<file path="config.mk">
export PLATFORM = sky130hd
export DESIGN_NAME = period_counter
export DESIGN_NICKNAME = d
export VERILOG_FILES = /design/src/rtl/period_counter_pkg.sv /design/src/rtl/period_counter_ms_tick_gen.sv /design/src/rtl/period_counter.sv
export SDC_FILE = /design/constraint.sdc
export NUM_CORES = 1
export LEC_CHECK = 0
export ABC_AREA = 1
export BUFFER_PORTS_ARGS = -buffer_cell sky130_fd_sc_hd__buf_2
export CAP_MARGIN = 15
export CELL_PAD_IN_SITES_DETAIL_PLACEMENT = 0
export CELL_PAD_IN_SITES_GLOBAL_PLACEMENT = 1
export CORE_UTILIZATION = 41
export CTS_CLUSTER_SIZE = 12
export DETAILED_ROUTE_END_ITERATION = 6
export HOLD_SLACK_MARGIN = 0.1
export PLACE_DENSITY = 0.78
export SYNTH_ARGS = -nofsm -noshare
export SYNTH_HDL_FRONTEND = slang
export SYNTH_HIERARCHICAL = 1
export SYNTH_SLANG_ARGS = --single-unit
</file>
<file path="constraint.sdc">
create_clock -name clk -period 2 [get_ports clk]
set_clock_uncertainty 0.1 [all_clocks]
set_input_delay 0.2 -clock clk [delete_from_list [all_inputs] [get_ports clk]]
set_output_delay 0.2 -clock clk [all_outputs]
set_load 0.01 [all_outputs]
</file>
<file path="src/rtl/period_counter_pkg.sv">
// Board constants and small helpers shared by the period-measurement blocks.
package period_counter_pkg;

   localparam int BOARD_CLK_HZ       = 100_000_000;
   localparam int BOARD_CLK_MS_COUNT = BOARD_CLK_HZ / 1000;
   localparam int DEFAULT_PRD_W      = 10;

   // Counter width for a modulus, never narrower than one bit.
   function automatic int cnt_w(input int n);
      return (n > 1) ? $clog2(n) : 1;
   endfunction

endpackage

</file>
<file path="src/rtl/period_counter_ms_tick_gen.sv">
// Mod-CLK_MS_COUNT counter with a sync clear; tick is high during the last count of each ms.
module ms_tick_gen
   import period_counter_pkg::*;
#(
   parameter int CLK_MS_COUNT = BOARD_CLK_MS_COUNT
) (
   input  logic clk,
   input  logic reset,
   input  logic clr,
   output logic tick
);

   localparam int            CW   = cnt_w(CLK_MS_COUNT);
   localparam logic [CW-1:0] LAST = CW'(CLK_MS_COUNT - 1);

   logic [CW-1:0] t;

   always_ff @(posedge clk or posedge reset) begin
      if (reset)
         t <= '0;
      else if (clr || t == LAST)
         t <= '0;
      else
         t <= t + 1'b1;
   end

   // Decoded from the register only, so the FSM can drive clr without a comb loop.
   assign tick = (t == LAST);

endmodule

</file>
<file path="src/rtl/period_counter.sv">
// Measures the time in ms between two rising edges of si, with saturation and
// first-edge timeout both reported as an all-ones period with ovf set.
//
//   state | meaning
//   IDLE  | ready for start; ms counter and period counter held clear
//   WAITE | waiting for the first rising edge; ms ticks count toward timeout
//   COUNT | counting ms until the second rising edge or saturation
//   DONE  | one-cycle done_tick; prd/ovf already loaded
module period_counter
   import period_counter_pkg::*;
#(
   parameter int CLK_MS_COUNT = BOARD_CLK_MS_COUNT,
   parameter int PRD_W        = DEFAULT_PRD_W
) (
   input  logic             clk,
   input  logic             reset,
   input  logic             start,
   input  logic             si,
   output logic             ready,
   output logic             done_tick,
   output logic [PRD_W-1:0] prd,
   output logic             ovf
);

   typedef enum logic [1:0] {IDLE, WAITE, COUNT, DONE} state_t;

   localparam logic [PRD_W-1:0] P_MAX = '1;

   state_t           state, state_nx;
   logic             si_d, rise, tick, clr;
   logic [PRD_W-1:0] p, p_nx, prd_nx;
   logic             ovf_nx;

   ms_tick_gen #(.CLK_MS_COUNT(CLK_MS_COUNT)) u_ms_tick (
      .clk   (clk),
      .reset (reset),
      .clr   (clr),
      .tick  (tick)
   );

   assign rise = si & ~si_d;

   always_ff @(posedge clk or posedge reset) begin
      if (reset) begin
         state <= IDLE;
         si_d  <= 1'b0;
         p     <= '0;
         prd   <= '0;
         ovf   <= 1'b0;
      end else begin
         state <= state_nx;
         si_d  <= si;
         p     <= p_nx;
         prd   <= prd_nx;
         ovf   <= ovf_nx;
      end
   end

   always_comb begin
      state_nx  = state;
      p_nx      = p;
      prd_nx    = prd;
      ovf_nx    = ovf;
      clr       = 1'b0;
      ready     = 1'b0;
      done_tick = 1'b0;
      case (state)
         IDLE: begin
            ready = 1'b1;
            clr   = 1'b1;
            p_nx  = '0;
            if (start)
               state_nx = WAITE;
         end
         WAITE: begin
            if (rise) begin
               state_nx = COUNT;
               clr      = 1'b1;
               p_nx     = '0;
            end else if (tick) begin
               if (p == P_MAX) begin
                  state_nx = DONE;
                  prd_nx   = P_MAX;
                  ovf_nx   = 1'b1;
               end else begin
                  p_nx = p + 1'b1;
               end
            end
         end
         COUNT: begin
            // An edge landing on a ms wrap counts that wrap, so the result is floor(D/ms).
            if (tick && p == P_MAX) begin
               state_nx = DONE;
               prd_nx   = P_MAX;
               ovf_nx   = 1'b1;
            end else if (rise) begin
               state_nx = DONE;
               prd_nx   = p + PRD_W'(tick);
               ovf_nx   = 1'b0;
            end else if (tick) begin
               p_nx = p + 1'b1;
            end
         end
         DONE: begin
            done_tick = 1'b1;
            state_nx  = IDLE;
         end
         default: state_nx = IDLE;
      endcase
   end

endmodule

</file>
# ---- After elaboration in Yosys (flattened, before gate mapping)
# Index checks and enable logic that the tools add are counted.
dict set report classes {
  n_reduce_logical 8
  muxes 31
  n_bitwise 2
  n_addsub 3
  n_eq_ne 16
}
# cell count
set ops {}
lappend ops {{two-way mux 10 bit} 11}
lappend ops {{case mux 10 bit (3 select lines)} 1}
lappend ops {{case mux 10 bit (2 select lines)} 1}
lappend ops {{adder 17 x 1 -> 17 bit, second input constant} 1}
lappend ops {{equality test 17 bit, second input constant} 1}
lappend ops {{two-way mux 17 bit} 1}
lappend ops {{inequality test 2 bit, second input constant} 7}
lappend ops {{two-way mux 2 bit} 6}
lappend ops {{inequality test 3 bit, second input constant} 4}
lappend ops {{adder 10 x 1 -> 10 bit} 1}
lappend ops {{adder 10 x 1 -> 10 bit, second input constant} 1}
lappend ops {{equality test 10 bit, second input constant} 1}
lappend ops {{two-way mux 1 bit} 8}
lappend ops {{case mux 2 bit (4 select lines)} 1}
lappend ops {{AND reduction 6 bit} 1}
lappend ops {{AND reduction 5 bit} 1}
lappend ops {{equality test 2 bit, second input constant} 2}
lappend ops {{case mux 1 bit (2 select lines)} 2}
lappend ops {{AND reduction 4 bit} 1}
lappend ops {{nonzero test 3 bit} 1}
lappend ops {{equality test 2 x 1 -> 1 bit, second input constant} 1}
lappend ops {{logical NOT 2 bit} 1}
lappend ops {{nonzero test 2 bit} 1}
lappend ops {{bitwise AND 1 bit} 1}
lappend ops {{other kinds (3)} 3}
dict set report word_totals {
  elab_cells 66
  regBits 41
}

# ---- Longest topological paths before layout
# Gate-level depths: netlist (run 1).
dict set report depth {
  depth_word 6
  mapped_depth 15
  ltp_nobuf 15
}

# ---- Cells and area by module
# The synthesis (run 1) kept the hierarchy.
# mod cells_per_inst seq_area_each_um2 area_each_um2 n_inst
set by_module_without_submodules {}
lappend by_module_without_submodules {period_counter 205 600.6 1564.0 1}
lappend by_module_without_submodules {ms_tick_gen 132 425.4 1032.2 1}

# ---- Worst setup path after synthesis (run 1)
# Ideal clock, no wire load.
dict set report synth_timing {
  kind {register -> register}
  startpoint {reg u_ms_tick.t[0]}
  endpoint {reg prd[8]}
  synth_period_minus_slack_ps 2076
  t_arrival_ps 1857
  path_buffers 0
  path_stages_with_launch 15
  setup_ps 119
  setup_slack_ps -76
  cell_sequence {dfrtp_1 ha_1 nand2_2 nor2_4 nand3_2 inv_1 ha_1 ha_1 nand3_1 inv_1 nand2_1 nand2_1 nand2_1 nor2_1 o21ai_2}
}
dict set report synth_via {
  elab_chain_cells 5
  word_cells_on_any_way 9
  cone_classes {add/sub (1); eq/ne (3); mux (3); reduce/logical (2)}
}
# element line
set synth_lines {}
lappend synth_lines {{start: declaration} period_counter_ms_tick_gen.sv:16} ;# logic [CW-1:0] t;
lappend synth_lines {{start signal: assignment} period_counter_ms_tick_gen.sv:24} ;# t <= t + 1'b1;
lappend synth_lines {{equality test 17 bit *} period_counter_ms_tick_gen.sv:28} ;# assign tick = (t == LAST);
lappend synth_lines {{via tick} period_counter.sv:30} ;# logic si_d, rise, tick, clr;
lappend synth_lines {{adder 10 x 1 -> 10 bit} period_counter.sv:98} ;# prd_nx = p + PRD_W'(tick);
lappend synth_lines {{two-way mux 10 bit} period_counter.sv:96} ;# end else if (rise) begin
lappend synth_lines {{two-way mux 10 bit} period_counter.sv:92} ;# if (tick && p == P_MAX) begin
lappend synth_lines {{case mux 10 bit (2 select lines)} period_counter.sv:67} ;# case (state)
lappend synth_lines {{end signal: assignment} period_counter.sv:54} ;# prd <= prd_nx;
lappend synth_lines {{end: declaration} period_counter.sv:21} ;# output logic [PRD_W-1:0] prd,
# The timed path passes the listed nets; every way through them passes the cells marked *. The select of a mux whose other input is x is not followed.
# A chain may end at the register's enable or synchronous reset.

# ---- Worst setup path after layout (run 1)
dict set report layout_timing {
  startpoint {reg u_ms_tick.t[14]}
  endpoint {reg prd[6]}
}
# The elaborated chain is that of the path after synthesis.

==> results.json, run 1 <==
{
  "status": "completed",
  "fillCellCount": 607,
  "drt.antenna.violating_nets": 0,
  "grt_overflow": 0,
  "drc_errors": 0,
  "layout-drive-gt1-share": 0.345,
  "timing.critical_path.to_type": "register",
  "synth.ff_latch_count": 41,
  "cts_sinks": 41,
  "synth_top_area_cell": "sky130_fd_sc_hd__dfrtp_1",
  "yosys_most_used_dff": "sky130_fd_sc_hd__dfrtp_1",
  "synth.cells.most_frequent": "sky130_fd_sc_hd__nand2_1 (86), sky130_fd_sc_hd__nor2_1 (47), sky130_fd_sc_hd__dfrtp_1 (41)",
  "pin_count_of_the_biggest_net_entering_global_routing": 25,
  "coreArea_sq_um": 6030,
  "source_to_sink_clock_delay_at_the_later_pin_of_the_worst_skew_pair_ns": 0.30,
  "cts-root-buf": "sky130_fd_sc_hd__clkbuf_8",
  "slowest_stage": "sky130_fd_sc_hd__dfrtp_1",
  "dp.cells": 449,
  "reg2regPathDepth": 12,
  "max_cap_viol_count": 0,
  "hpwl_microns": 4050,
  "worst_r2r_startpoint": "u_ms_tick/t[14]$_DFF_PP0_",
  "syn2layout_area_growth_pct": 26.5,
  "yosys.cell_count.top_type": "sky130_fd_sc_hd__nand2_1",
  "clock_tree_from_tritoncts": "built",
  "routedWlPerCell_microns": 12.4,
  "routabilityCongestion": 0.796,
  "rsz0062_at_grt": "yes",
  "hold_path_startpoint": "start",
  "grtUsageTotal": 0.184,
  "total_leakage_power_nw": 1.49,
  "fp.dieH_microns": 81.6,
  "place.port_buffers": 16,
  "io_pins": 17,
  "critical_path_cell_sequence": "nor2_1, nand3_1, nor2_2, nand3_2, inv_2, ha_4, ha_4, nand3_4, nor2_2, xor2_1, nor2_1, o21ai_2",
  "final.min_clock_period_ns": 1.91,
  "mappedNetlistArea_sq_um": 2600,
  "die_outline_area_sq_um": 6650,
  "arrival_ns": 2.04,
  "number_of_global_route_vias_before_repair": 2008,
  "worst_r2r_endpoint": "prd[6]$_DFFE_PP0P_",
  "htree_num_levels": 2,
  "cts_buffers": 5,
  "report.final.slew_viol_count": 0,
  "number_of_cells_in_the_finished_layout_apart_from_fillers": 466,
  "drt_first_iter_violations": 116,
  "async_set_reset_flop_share_out_of_synthesis": 1.00,
  "nNetsFinal": 403,
  "share_of_the_yosys_chip_area_belonging_to_registers": 0.395,
  "power.density_cell_area_nw_per_um2": 1150,
  "critical_path.max_stage_delay_ns": 0.39,
  "achievable-frequency_mhz": 525,
  "syn-mean-instance-area_sq_um": 7.70,
  "rows": 28,
  "synth.top_cells.by_area": "sky130_fd_sc_hd__dfrtp_1 (40%), sky130_fd_sc_hd__nand2_1 (12%), sky130_fd_sc_hd__nor2_1 (6.8%)",
  "fp.dieW_microns": 81.6,
  "grt_first_pass_wirelength_microns": 9290,
  "clk_pin_slew_worst_paths_ns": 0.08,
  "ctsLongestPathBuffers": 2,
  "hold-path-cell-count": 4,
  "critical_path_required_ns": 2.13,
  "hold_viol_final": 0,
  "synth_edf_count": 0,
  "antenna-diode-count": 0,
  "num_vias": 2248,
  "antenna_found_initial": 0,
  "total_of_warnings_raised_by_yosys": 6,
  "worst_ir_drop_vdd_mv": 0.759,
  "detail_route.wirelength_microns": 5760,
  "setup_violations": 0,
  "synth_fp_nets": 350,
  "hold-path-endpoint": "state[0]$_DFFE_PP0P_",
  "cp-start-kind": "register",
  "ys_types": 31,
  "critical_path_peak_fanout": 3,
  "route.detailed.vias_per_inst": 4.82,
  "firstDrtPassIters": 4,
  "worstSetupPathType": "reg2reg",
  "slew_headroom": 0.549,
  "initial_utilization": 0.431,
  "synth_largest_type_area_fraction": 0.395,
  "worst_pin_slew_ns": 0.676,
  "finalCritPeriodShare": 0.953,
  "fin_setup_tns_ns": 0,
  "class_of_the_tightest_hold_or_removal_check": "in2reg",
  "worst-r2r-setup-slack_ns": 0.09,
  "post_synth_inst_count": 337
}
## worst max-delay path: cells and delay by family, from the launching register on
kind / cells / cell delay [ns]
xor gates and xnor gates: 1 / 0.14
AOI/OAI and AO/OA: 1 / 0.10
buffers and inverters: 1 / 0.10
adders and majority gates: 2 / 0.31
and+or+nand+nor: 7 / 0.70
DFF: 1 / 0.39
## cell usage in the layout, fill, tap and decap left out, types with 2 or more instances in the layout
master,synthesis,final
sky130_fd_sc_hd__o21ai_0,10,6
sky130_fd_sc_hd__nand3_1,24,22
sky130_fd_sc_hd__nand3_4,0,2
sky130_fd_sc_hd__clkbuf_8,0,6
sky130_fd_sc_hd__nand2_1,86,80
sky130_fd_sc_hd__xnor2_1,3,3
sky130_fd_sc_hd__dfrtp_1,41,41
sky130_fd_sc_hd__ha_4,0,3
sky130_fd_sc_hd__a21oi_1,3,2
sky130_fd_sc_hd__o21ai_2,12,13
sky130_fd_sc_hd__inv_2,2,5
sky130_fd_sc_hd__dlygate4sd3_1,0,2
sky130_fd_sc_hd__nand4_1,6,6
sky130_fd_sc_hd__ha_1,9,6
sky130_fd_sc_hd__nand3_2,3,3
sky130_fd_sc_hd__nor2_1,47,37
sky130_fd_sc_hd__nand2_2,8,14
sky130_fd_sc_hd__nor2_4,3,7
sky130_fd_sc_hd__xor2_1,12,12
sky130_fd_sc_hd__inv_1,33,30
sky130_fd_sc_hd__buf_12,1,2
sky130_fd_sc_hd__buf_4,2,29
sky130_fd_sc_hd__nor2_2,17,23
sky130_fd_sc_hd__buf_6,2,3
sky130_fd_sc_hd__buf_2,1,16
sky130_fd_sc_hd__o21ai_1,3,5
## state kept, by name, indices dropped and copies added, names as in the netlist
name         cells
ovf              1
si_d             1
prd             10
state            2
p               10
u_ms_tick/t     17
## repair_timing
item                                   4_1_cts  5_1_grt
setup endpoints to repair                    1       21
gates resized for setup                      0       44
gates cloned                                 0        2
pin swaps                                    0       25
buffers inserted                             0        5
hold buffers                                 2        0
endpoints found under the hold margin       42        0
## metrics by stage
step	utilization	hold slack (ns)	setup WS [ns]	area [sq um]	power, mW
2_1_floorplan	-	0.0261	-0.000552	2610	2.31
3_3_place_gp	0.489	0.189	0.107	2950	2.77
3_5_place_dp	0.489	0.190	0.0243	2950	2.80
4_1_cts	0.512	0.165	-0.000407	3080	3.53
5_1_grt	0.545	0.203	-0.0825	3280	4.08
6_report	0.545	0.168	0.0942	3280	3.78
## worst max-delay path by stage
stage / slack [ns] / end / from / depth (start not counted)
floorplan: -0.0006 / prd[6]$_DFFE_PP0P_ / u_ms_tick/t[0]$_DFF_PP0_ / 12
global route: -0.08 / prd[6]$_DFFE_PP0P_ / u_ms_tick/t[13]$_DFF_PP0_ / 12
detailed placement: 0.02 / prd[6]$_DFFE_PP0P_ / u_ms_tick/t[1]$_DFF_PP0_ / 12
CTS: -0.0004 / prd[6]$_DFFE_PP0P_ / u_ms_tick/t[1]$_DFF_PP0_ / 12
finish: 0.09 / prd[6]$_DFFE_PP0P_ / u_ms_tick/t[14]$_DFF_PP0_ / 12
global placement: 0.11 / prd[9]$_DFFE_PP0P_ / u_ms_tick/t[13]$_DFF_PP0_ / 13
## cells by family after synthesis
logic type	count (synthesis)	share of synthesized area
AND/OR/NAND/NOR	198	0.351
buffers and inverters	43	0.0781
flip-flops	41	0.395
AO/OA/AOI/OAI	31	0.0814
XOR/XNOR	15	0.0506
adder cells (fa/ha/maj)	9	0.0434
## report_power, final
part	internal (mW)	switching [mW]	leakage [nW]
sequential	1.03	0.120	0.537
clock	0.407	0.298	0.0585
combinational	0.798	1.13	0.891
## area by class of cell
| class | count | area [sq um] | share of cell area |
|---|---|---|---|
| Timing Repair Buffer | 52 | 392 | 0.119 |
| Tap cell | 75 | 93.8 | 0.0286 |
| Clock inverter | 1 | 30.0 | 0.00915 |
| Inverter | 36 | 135 | 0.0412 |
| Multi-Input combinational cell | 253 | 1510 | 0.461 |
| Clock buffer | 7 | 86.3 | 0.0263 |
| Timing Repair inverter | 1 | 7.51 | 0.00229 |
| Sequential cell | 41 | 1030 | 0.312 |
## per-layer routing
metal / track usage / wire (microns) / vias up
met5: 0 / 0 / -
met4: 0.0526 / 42 / 0
met3: 0.0367 / 198 / 4
met2: 0.274 / 2510 / 40
met1: 0.266 / 3010 / 1042
li1: - / - / 1162
No activity file was read; power rests on OpenSTA's default activity.
==> run 2, diff against run 1 <==
--- a/config.mk
+++ b/config.mk
@@ -6,7 +6,7 @@
 export NUM_CORES = 1
 export LEC_CHECK = 0
 export ABC_AREA = 1
-export BUFFER_PORTS_ARGS = -buffer_cell sky130_fd_sc_hd__buf_2
+export BUFFER_PORTS_ARGS = -buffer_cell sky130_fd_sc_hd__clkbuf_2
 export CAP_MARGIN = 15
 export CELL_PAD_IN_SITES_DETAIL_PLACEMENT = 0
 export CELL_PAD_IN_SITES_GLOBAL_PLACEMENT = 1
@@ -17,5 +17,4 @@
 export PLACE_DENSITY = 0.78
 export SYNTH_ARGS = -nofsm -noshare
 export SYNTH_HDL_FRONTEND = slang
-export SYNTH_HIERARCHICAL = 1
 export SYNTH_SLANG_ARGS = --single-unit
==> run 2 against run 1 <==
Net effect: highest routed layer unchanged; critical path type unchanged; routed wire length is 2.8% lower; sequential share of layout area increased by 2.0 points; the flow now finishes with violations (negative setup slack); synthesized area decreased by 1.2%; die area decreased by 1.1%.
==> results.json, run 2 <==
{
  "synth.ff_latch_count": 41,
  "ys_types": 38,
  "reg2regPathDepth": 13,
  "achievable-frequency_mhz": 485,
  "final.min_clock_period_ns": 2.06,
  "fillCellCount": 579,
  "rows": 28,
  "antenna_found_initial": 0,
  "num_vias": 2186,
  "nNetsFinal": 376,
  "async_set_reset_flop_share_out_of_synthesis": 1.00,
  "yosys_most_used_dff": "sky130_fd_sc_hd__dfrtp_1",
  "drt_first_iter_violations": 83,
  "routabilityCongestion": 0.805,
  "registers.top_by_ff_count": "u_ms_tick.t",
  "share_of_the_yosys_chip_area_belonging_to_registers": 0.400,
  "routedWlPerCell_microns": 12.8,
  "post_synth_inst_count": 319,
  "hold-path-endpoint": "state[0]$_DFFE_PP0P_",
  "worst_r2r_startpoint": "u_ms_tick.t[0]$_DFF_PP0_",
  "ctsLongestPathBuffers": 2,
  "fin_setup_tns_ns": -0.143,
  "source_to_sink_clock_delay_at_the_later_pin_of_the_worst_skew_pair_ns": 0.29,
  "max_cap_viol_count": 0,
  "syn2layout_area_growth_pct": 20.2,
  "layout_common_cells": "sky130_fd_sc_hd__nand2_1 (66), sky130_fd_sc_hd__dfrtp_1 (41), sky130_fd_sc_hd__nor2_1 (38)",
  "final.hold.worst_slack_ns": 0.222,
  "total_of_warnings_raised_by_yosys": 0,
  "status": "finished, violations left",
  "total_leakage_power_nw": 1.47,
  "hpwl_microns": 4050,
  "number_of_cells_in_the_finished_layout_apart_from_fillers": 437,
  "fp.dieH_microns": 81.1,
  "drc_errors": 0,
  "worstSetupPathType": "reg2reg",
  "synth_fp_nets": 332,
  "timing.critical_path.to_type": "register",
  "antenna-diode-count": 0,
  "post-layout-total-power_mw": 2.87,
  "detailedPlace.worstSlack_ns": -0.0582,
  "route.detailed.vias_per_inst": 5.00,
  "hold-path-cell-count": 6,
  "rsz0062_at_grt": "yes",
  "clk_pin_slew_worst_paths_ns": 0.07,
  "die_outline_area_sq_um": 6580,
  "coreArea_sq_um": 5990,
  "worst_pin_slew_ns": 0.523,
  "yosys.cell_count.top_type": "sky130_fd_sc_hd__nand2_1",
  "htree_num_levels": 2,
  "class_of_the_tightest_hold_or_removal_check": "in2reg",
  "grt_overflow": 0,
  "synth_top_area_cell": "sky130_fd_sc_hd__dfrtp_1",
  "synth.top_cells.by_area": "sky130_fd_sc_hd__dfrtp_1 (40%), sky130_fd_sc_hd__nand2_1 (9.9%), sky130_fd_sc_hd__nor2_1 (6.0%)",
  "worst_r2r_endpoint": "prd[9]$_DFFE_PP0P_",
  "largest_reg_flops": 17,
  "worst_ir_drop_vdd_mv": 0.554,
  "detail_route.wirelength_microns": 5600,
  "critical_path_required_ns": 2.08,
  "place.port_buffers": 16,
  "critical_path_peak_fanout": 3,
  "cts_buffers": 5,
  "drt.antenna.violating_nets": 0,
  "grt_first_pass_wirelength_microns": 9520,
  "synth_largest_type_area_fraction": 0.400,
  "hold_viol_final": 0,
  "pin_count_of_the_biggest_net_entering_global_routing": 42,
  "clock_tree_from_tritoncts": "built",
  "synth_edf_count": 0,
  "mappedNetlistArea_sq_um": 2570,
  "layout_setup_ws_ns": -0.0626,
  "cts_sinks": 41,
  "post_dp_cell_area_sq_um": 2900,
  "final_core_utilization": 0.515,
  "layout_top_registers": "u_ms_tick.t x17, p x10, prd x10",
  "synth.cells.most_frequent": "sky130_fd_sc_hd__nand2_1 (68), sky130_fd_sc_hd__dfrtp_1 (41), sky130_fd_sc_hd__nor2_1 (41)",
  "number_of_global_route_vias_before_repair": 2150,
  "cts-root-buf": "sky130_fd_sc_hd__clkbuf_8",
  "setup_violations": 4,
  "syn-mean-instance-area_sq_um": 8.04,
  "arrival_ns": 2.14,
  "hold_path_startpoint": "start",
  "cp-start-kind": "register",
  "dp.cells": 425,
  "io_pins": 17,
  "fp.dieW_microns": 81.1,
  "report.final.slew_viol_count": 0,
  "slew_headroom": 0.649,
  "power.density_cell_area_nw_per_um2": 932,
  "final_cell_area_sq_um": 3080,
  "grtUsageTotal": 0.190,
  "layout-drive-gt1-share": 0.273,
  "initial_utilization": 0.428,
  "worst-r2r-setup-slack_ns": -0.06,
  "mostFrequentLayoutCell": "sky130_fd_sc_hd__nand2_1",
  "violated_checks": "negative setup slack",
  "firstDrtPassIters": 4,
  "finalCritPeriodShare": 1.03
}
## run 2: logic make-up after synthesis
kind of cell | share of synthesized area
AO/OA/AOI/OAI | 0.0980
flip-flops | 0.400
XOR/XNOR | 0.0410
AND/OR/NAND/NOR | 0.345
buffers and inverters | 0.0722
adder cells (fa/ha/maj) | 0.0439
## run 2: routing by layer
metal	routed length, microns	vias to the layer above	GRT usage
met4	87	0	0.0768
met2	2790	32	0.326
met5	0	-	0
met3	173	9	0.0404
li1	-	1130	-
met1	2550	1015	0.230
## run 2: worst max-delay path, cell delays in order, from the launching register on
cell                      delay, ns
sky130_fd_sc_hd__dfrtp_1       0.39
sky130_fd_sc_hd__ha_4          0.17
sky130_fd_sc_hd__nand2_4       0.06
sky130_fd_sc_hd__nor2_4        0.12
sky130_fd_sc_hd__nand4_4       0.09
sky130_fd_sc_hd__nor2_4        0.16
sky130_fd_sc_hd__ha_4          0.15
sky130_fd_sc_hd__buf_4         0.11
sky130_fd_sc_hd__nand3_4       0.08
sky130_fd_sc_hd__nor2_4        0.14
sky130_fd_sc_hd__nand2_2       0.07
sky130_fd_sc_hd__xnor2_1       0.14
sky130_fd_sc_hd__o21ai_1       0.11
sky130_fd_sc_hd__nand2_1       0.05
## run 2: power by group
| part | switching [mW] | internal [mW] | leakage, nW |
|---|---|---|---|
| sequential | 0.123 | 0.991 | 0.546 |
| clock | 0.275 | 0.230 | 0.0399 |
| combinational | 0.754 | 0.501 | 0.880 |
| total | 1.15 | 1.72 | 1.47 |
## run 2: how the worst max path moves through the flow
stage | start | slack, ns | to | cells past startpoint
after floorplan | u_ms_tick.t[0]$_DFF_PP0_ | -0.04 | prd[8]$_DFFE_PP0P_ | 13
after global placement | u_ms_tick.t[1]$_DFF_PP0_ | -0.006 | prd[8]$_DFFE_PP0P_ | 13
after detailed placement | u_ms_tick.t[1]$_DFF_PP0_ | -0.06 | prd[8]$_DFFE_PP0P_ | 13
after CTS | u_ms_tick.t[0]$_DFF_PP0_ | -0.0005 | prd[8]$_DFFE_PP0P_ | 13
after global routing | u_ms_tick.t[0]$_DFF_PP0_ | -0.20 | prd[8]$_DFFE_PP0P_ | 13
final | u_ms_tick.t[0]$_DFF_PP0_ | -0.06 | prd[9]$_DFFE_PP0P_ | 13
## run 2: timing repair
action | 4_1_cts | 5_1_grt
resized for setup | 1 | 13
endpoints found under the setup margin | 4 | 7
hold buffers | 2 | 0
pin swaps | 5 | 7
hold endpoints to repair | 42 | 0
gates cloned | 0 | 0
setup buffers | 1 | 3
## run 2: final cells by class
cell class                 count  area, sq um  share of cell area
sequential                    41         1030               0.333
clock inverter                 1         5.00             0.00162
multi-input combinational    238         1450               0.471
clock buffer                   5         68.8              0.0223
timing repair buffer          45          319               0.103
tap                           75         93.8              0.0304
inverter                      32          120              0.0389
